### src/rtl/keycand_gen.sv
// Brute-force key candidate generator: emits {PREFIX, NVAR alphabet chars} keys
// over valid/ready, one per cycle, with stride/offset partitioning of digit 0.
module keycand_gen #(
  parameter int                  KEY_BITS = 128,
  parameter int                  NVAR     = 6,
  parameter logic [KEY_BITS-1:0] PREFIX   = 128'h68756c6b206973207468_000000000000,
  parameter logic [7:0]          CH_LO    = 8'h41,
  parameter logic [7:0]          CH_HI    = 8'h7A,
  parameter bit                  EXTRA_EN = 1'b1,
  parameter logic [7:0]          EXTRA    = 8'h20,
  parameter int                  STRIDE   = 1,
  parameter int                  COUNT_W  = 32
) (
  input  logic                clk,
  input  logic                rst,
  input  logic                start,
  input  logic [7:0]          offset,
  input  logic                abort,
  output logic                key_valid,
  input  logic                key_ready,
  output logic [KEY_BITS-1:0] key,
  output logic                busy,
  output logic                done,
  output logic [COUNT_W-1:0]  key_count
);

  localparam int R   = int'(CH_HI) - int'(CH_LO) + 1 + int'(EXTRA_EN);
  localparam int NCH = R - int'(EXTRA_EN);
  localparam int DW  = 9;

  typedef enum logic [1:0] {IDLE, RUN, DONE} state_t;

  state_t        state;
  logic [DW-1:0] dig     [NVAR];
  logic [DW-1:0] dig_adv [NVAR];
  logic [NVAR-1:0] roll;
  logic [DW:0]   t0;
  logic          last;

  genvar gi;

  // roll[k] means digit k wraps on this advance; a digit increments when all
  // lower digits roll, so the carry chain is a plain AND of the lower bits.
  assign t0         = {1'b0, dig[0]} + (DW+1)'(STRIDE);
  assign roll[0]    = t0 >= (DW+1)'(R);
  assign dig_adv[0] = roll[0] ? DW'(t0 - (DW+1)'(R)) : t0[DW-1:0];
  assign last       = &roll;

  generate
    for (gi = 1; gi < NVAR; gi++) begin : g_adv
      assign roll[gi]    = (dig[gi] == DW'(R-1)) & roll[gi-1];
      assign dig_adv[gi] = roll[gi-1] ? ((dig[gi] == DW'(R-1)) ? '0 : dig[gi] + 1'b1)
                                      : dig[gi];
    end

    for (gi = 0; gi < NVAR; gi++) begin : g_char
      assign key[8*(NVAR-1-gi) +: 8] = (dig[gi] < DW'(NCH)) ? CH_LO + dig[gi][7:0] : EXTRA;
    end

    if (KEY_BITS > 8*NVAR) begin : g_prefix
      assign key[KEY_BITS-1:8*NVAR] = PREFIX[KEY_BITS-1:8*NVAR];
    end
  endgenerate

  always_ff @(posedge clk or posedge rst) begin
    if (rst) begin
      state     <= IDLE;
      key_valid <= 1'b0;
      busy      <= 1'b0;
      done      <= 1'b0;
      key_count <= '0;
      for (int i = 0; i < NVAR; i++) dig[i] <= '0;
    end else if (start) begin
      state     <= RUN;
      key_valid <= 1'b1;
      busy      <= 1'b1;
      done      <= 1'b0;
      key_count <= '0;
      dig[0]    <= DW'(offset);
      for (int i = 1; i < NVAR; i++) dig[i] <= '0;
    end else begin
      case (state)
        RUN: begin
          if (abort) begin
            state     <= IDLE;
            key_valid <= 1'b0;
            busy      <= 1'b0;
          end else if (key_ready) begin
            if (key_count != '1) key_count <= key_count + 1'b1;
            for (int i = 0; i < NVAR; i++) dig[i] <= dig_adv[i];
            if (last) begin
              state     <= DONE;
              key_valid <= 1'b0;
              busy      <= 1'b0;
              done      <= 1'b1;
            end
          end
        end
        default: ;
      endcase
    end
  end

endmodule

### config.mk
export PLATFORM = sky130hd
export DESIGN_NAME = keycand_gen
export DESIGN_NICKNAME = d
export VERILOG_FILES = /design/src/rtl/keycand_gen.sv
export SDC_FILE = /design/constraint.sdc
export NUM_CORES = 1
export LEC_CHECK = 0
export CAP_MARGIN = 15
export CORE_MARGIN = 8
export CORE_UTILIZATION = 45
export DETAILED_ROUTE_END_ITERATION = 12
export PLACE_DENSITY = 0.78
export SLEW_MARGIN = 5
export SYNTH_ARGS = -nofsm -noshare
export SYNTH_HDL_FRONTEND = slang
export SYNTH_SLANG_ARGS = --single-unit
### constraint.sdc
create_clock -name clk -period 3 [get_ports clk]
set_clock_uncertainty 0.05 [all_clocks]
set_input_delay 0.9 -clock clk [delete_from_list [all_inputs] [get_ports clk]]
set_output_delay 0.9 -clock clk [all_outputs]
set_load 0.02 [all_outputs]
-- Word-level counts from Yosys, hierarchy flattened
Index checks and enable logic that the tools add are counted.
- flip-flop bits (word level): 90
- latch bits: 0
- bits in writable memories: 0
- ROM bits: 0
- output and inout port bits: 163
- memories kept: 0
- add/subtract/negate cells: 14
- $mul: 0
- div/mod/pow operators: 0
- magnitude comparators: 7
- eq/ne operators: 8
- shift operators: 0
- multiplexer cells: 41
- bitwise logic cells: 5
- reduce and logical (&&, ||, !) cells: 21
- operators by type and width (kind ; number):
    54-bit two-way mux ; 4
    32-bit two-way mux ; 5
    9-bit two-way mux ; 11
    9-bit by 6-bit less-than comparator with 1-bit output (second input constant) ; 6
    7-bit by 8-bit adder with 8-bit output (first input constant) ; 6
    8-bit two-way mux ; 6
    9-bit by 1-bit adder with 9-bit output (second input constant) ; 5
    9-bit by 6-bit == test with 1-bit output (second input constant) ; 5
    32-bit by 1-bit adder with 32-bit output (second input constant) ; 1
    32-bit != test (second input constant) ; 1
    4-bit AND reduction ; 7
    2-bit nonzero test ; 9
    9-bit by 1-bit adder with 10-bit output (second input constant) ; 1
    10-bit by 6-bit greater-or-equal comparator with 1-bit output (second input constant) ; 1
    1-bit two-way mux ; 10
    2-bit two-way mux ; 5
    9-bit by 6-bit subtractor with 9-bit output (second input constant) ; 1
    3-bit AND reduction ; 2
    6-bit AND reduction ; 1
    3-bit nonzero test ; 2
    1-bit AND ; 5
    2-bit by 1-bit == test with 1-bit output (second input constant) ; 1
    2-bit != test (second input constant) ; 1

-- Depth between registers and ports, before layout
Gate-level depths: netlist of the first run.
- depth after elaboration: 13
- mapped depth: 10
- depth with buffers taken out: 8

-- Worst setup path after synthesis of the first run
No wires, ideal clock.
- path kind: flip-flop to output port
- from: reg dig[53] in the netlist's numbering
- to: out key[47]
- arrival: 1.685 ns
- path slack: 0.365 ns
- cell stages (with the launch flop): 6
- path through: dfrtp_1 or2_0 clkbuf_1 nor2_1 o21ai_1 nor3_1
- longest elaborated chain between the ends: 2
- RTL lines (item ; RTL line ; source):
    from (decl) ; 34 ; logic [DW-1:0] dig [NVAR];
    9-bit by 6-bit less-than comparator with 1-bit output ; 57 ; assign key[8*(NVAR-1-gi) +: 8] = (dig[gi] < DW'(NCH)) ? CH_LO + dig[gi][7:0] : EXTRA;
    8-bit two-way mux ; 57 ;
    to (decl) ; 21 ; output logic [KEY_BITS-1:0] key,
Every way passes these cells.

-- Final worst setup path of the first run
- from: reg dig[46] in the netlist's numbering
- to: out key[45]
- longest elaborated chain between the ends: 2
- elaborated cells between the ends (all ways): 3
- those cells by class: add/sub (1); order compare (1); mux (1)
- RTL lines (item ; RTL line):
    7-bit by 8-bit adder with 8-bit output or 9-bit by 6-bit less-than comparator with 1-bit output (tied branches) ; 57
    8-bit two-way mux (*) ; 57
Every way passes the cells marked *; elsewhere a longest branch is shown, timed or not.

==> parameters.txt, run 1 <==
Parameter                              Value

CTS
  Post-CTS resize count    40
  Root Buffer    clkbuf_16
  Number of clock sinks    89
  Clock buffers created by TritonCTS    9
  Clock tree from TritonCTS    done
  Clock latency on the worst-skew pair    340 ps
  H-tree depth    3
  Clock slew at the register clock pins of the worst setup and hold paths    60 ps
  Longest Clk Path Bufs    2
  Post-CTS setup-driven buffer insertion count    0
  Number of buffers inserted for hold repair after clock tree synthesis    0

Layout
  Number of diodes    0
  Number of cells in the finished layout apart from fillers    1097
  Fraction of final layout cells with drive strength greater than 1    10.4%
  Post-route design area    7940 µm²
  Area Growth Syn to Fin    19.6%
  Final layout net count    939

Worst setup path
  Critical Path Sink    key[45]
  CP Data Arrival Time    1990 ps
  Combined buffer and inverter count along the critical path    1
  Worst r2r dst    dig[14]$_DFFE_PP0P_
  Kind of launch point of the worst setup path    register
  Critical register-to-register path startpoint    dig[46]$_DFFE_PP0P_
  Top fanout value on the critical path    6
  Type of element capturing the critical path    output port
  Critical path data required time    2050 ps
  Launch point of the critical path    dig[46]$_DFFE_PP0P_
  CP max stage cell    dfrtp_1
  Critical path class    register to output port
  Highest cell delay on the worst timing path    470 ps
  Cells on worst reg2reg path    9
  Flop2flop setup slack    130 ps
  Cell chain of the critical path    ha_4, nand4_1, xnor2_1, or2_2, dlygate4sd2_1
  Cell depth of the worst setup path    5
  Top cell family by delay on the critical path    flip-flops

Synth
  Post-Synthesis Cell Area    6640 µm²
  Number of synthesized register bits    89
  Number of synthesized flops with an enable pin    0
  Register area share after synthesis    33.5%
  Yosys warning count    0
  Post-synthesis cell type count    74
  Cells after Synth    799
  Mean area per synthesized cell    8.31 µm²
  Primary flip-flop cell chosen by synthesis mapping    dfrtp_1
  Async SR Flop Fraction    100%

Pwr
  Leakage    3.46 nW
  Power Density    352 nW/µm²
  Combinational Power Share    18.4%
  Clk network pwr share    37.0%
  Portion of total power attributed to sequential cells    44.6%
  Share of total power consumed by net switching    30.2%
  Internal power component    1.95 mW
  Switching Power    0.845 mW
  Worst VDD drop    0.000243 V

Timing
  Hold Fails Final Rpt    0
  Minimum period implied by the final worst setup slack    2940 ps
  Slew Viols, Final    0
  Final worst setup slack    62.6 ps
  Worst slew slack as a fraction of its limit    46.0%
  Worst hold margin    443 ps
  Setup repair after global routing missed its margin    true
  Setup TNS    0 ps
  Final critical-path share of the clock period    97.9%
  Final setup violation count    0
  Fmax    0.340 GHz
  Transition time of the tightest slew-check pin    804 ps

Global route
  Number of antenna violations at the first check in global routing    0
  Vias in the first global route    5644
  Remaining Overflow, GRT    0
  Pin count of the biggest net entering global routing    90
  First-pass GRT wire length    27800 µm
  Global router's overall resource usage    17.9%

Min path
  Hold path startpoint    dig[35]$_DFFE_PP0P_
  Hold Path Class    register to register

Run
  Number of max-capacitance violations reported    0

Die
  Area inside the core boundary    14500 µm²
  Die Footprint    18900 µm²
  Horizontal die dimension    137 µm
  Initial Utilization    45.9%
  Die height    137 µm
  I/O pin total    176
  Cell Rows    44

Detailed routing
  Overall via count from detail_route    5974
  Number of iterations in the first detailed-routing pass    5
  DR DRC count    0
  DRC violation total after the first TritonRoute iteration    442
  DRT antenna net count    0
  Routed wire length    17200 µm
  Vias per Instance    5.45
  Routed wire per std cell    15.7 µm

Place
  Routability Congestion    0.894
  Worst setup slack after placement    -51.4 ps
  Estimated wirelength of the detail-placed design    12700 µm
  Cell area reported after detailed placement    7650 µm²
  Number of buffers inserted by port buffering    90
  # placed instances    1084

Outcome
  Status    finished clean
how the worst min path moves through the flow:
| stage | end | slack (ps) | cells after the start |
|---|---|---|---|
| after global placement | dig[17]$_DFFE_PP0P_ | 420 | 1 |
| final | dig[35]$_DFFE_PP0P_ | 440 | 1 |
| after floorplan | dig[17]$_DFFE_PP0P_ | 400 | 1 |
| after global routing | dig[35]$_DFFE_PP0P_ | 470 | 1 |
| after CTS | dig[35]$_DFFE_PP0P_ | 450 | 1 |
| after detailed placement | dig[35]$_DFFE_PP0P_ | 440 | 1 |
per-layer routing:
layer	GRT usage [%]	vias up	share of wire, %
li1	-	2884	-
met1	22.9	2848	43
met2	29.6	218	48
met3	3.21	24	6.5
met4	6.40	0	1.7
met5	0	-	0
cells by family after synthesis:
kind of cell / synth area share, %
mux: 0.320
simple gates: 24.4
flops: 33.5
xor+xnor: 6.99
other cells: 0.113
buf+inv: 13.5
fa+ha+maj: 2.83
compound gates: 18.3
per-stage QoR:
stage	utilization [%]	total power, mW
CTS	54.6	2.80
finish	54.8	2.80
floorplan	-	1.71
detailed placement	52.8	1.78
global placement	52.8	1.77
global route	54.8	2.91
state kept, by name, summed over array words and instances, names as in the netlist:
register   flops
state          2
key_count     32
dig           54
done           1
worst reg2reg max path, stage by stage (launching register included):
cell,delay [ps]
dfrtp_1,470
ha_1,270
buf_4,150
nand2_1,110
nor4b_4,390
o32ai_2,170
buf_4,200
o211ai_1,580
nand2_1,200
a31oi_1,200
layout make-up:
class                      count  area (µm²)
fill                        1353        6540
clock buffer                  10         239
multi-input combinational    647        3870
clock inverter                 3        20.0
sequential                    89        2230
timing repair buffer         136        1240
tap                          184         230
inverter                      28         109
power groups by stage:
stage | Clock [mW] | Sequential (mW) | Combinational, mW
2_1_floorplan | 0 | 1.26 | 0.451
3_3_place_gp | 0 | 1.27 | 0.505
3_5_place_dp | 0 | 1.27 | 0.511
4_1_cts | 1.05 | 1.24 | 0.509
5_1_grt | 1.10 | 1.25 | 0.560
6_report | 1.03 | 1.25 | 0.515
synthesized netlist by cell type (all sizes together), types with 4 or more instances:
library cell | n | area, µm²
nor2 | 99 | 372
buf | 98 | 717
dfrtp | 89 | 2230
nand2 | 60 | 225
nand3 | 52 | 260
xnor2 | 41 | 359
o21ai | 40 | 208
a21oi | 38 | 194
inv | 28 | 105
nor3 | 25 | 130
clkbuf | 20 | 76.3
or3 | 20 | 130
o211ai | 18 | 135
ha | 15 | 188
a31oi | 14 | 87.6
o31ai | 14 | 119
and3 | 13 | 86.3
xor2 | 12 | 105
nand4 | 9 | 56.3
nand2b | 8 | 50.1
nor4 | 8 | 56.3
nor2b | 7 | 43.8
a2111oi | 6 | 109
a211oi | 4 | 30.0
o21bai | 4 | 30.0
o221ai | 4 | 35.0
or4 | 4 | 30.0
layout by cell type (no fill, tap or decap), drive strengths merged, types with 6 or more instances in the layout:
cell type,synthesis,routed
nor2b,7,7
or3,20,20
conb,2,85
nor3,25,25
o31ai,14,14
nand2b,8,8
nor2,99,99
nand4,9,9
xor2,12,12
dlymetal6s2s,0,10
a21oi,38,38
dfrtp,89,89
buf,98,47
clkdlybuf4s50,0,48
inv,28,27
nor4,8,8
a31oi,14,14
a2111oi,6,6
o211ai,18,18
and3,13,13
xnor2,41,41
nand2,60,60
ha,15,15
nand3,52,52
clkbuf,20,10
o21ai,40,40
dlygate4sd2,0,31
Note: power is estimated with default switching activity, not from simulation.
==> inputs of run 2 (changes only) <==
--- a/config.mk
+++ b/config.mk
@@ -5,6 +5,7 @@
 export SDC_FILE = /design/constraint.sdc
 export NUM_CORES = 1
 export LEC_CHECK = 0
+export ABC_CLOCK_PERIOD_IN_PS = 3000
 export CAP_MARGIN = 15
 export CORE_MARGIN = 8
 export CORE_UTILIZATION = 45
==> results of run 2 <==
The final DEF is identical to that of run 1; final timing and power are the same.
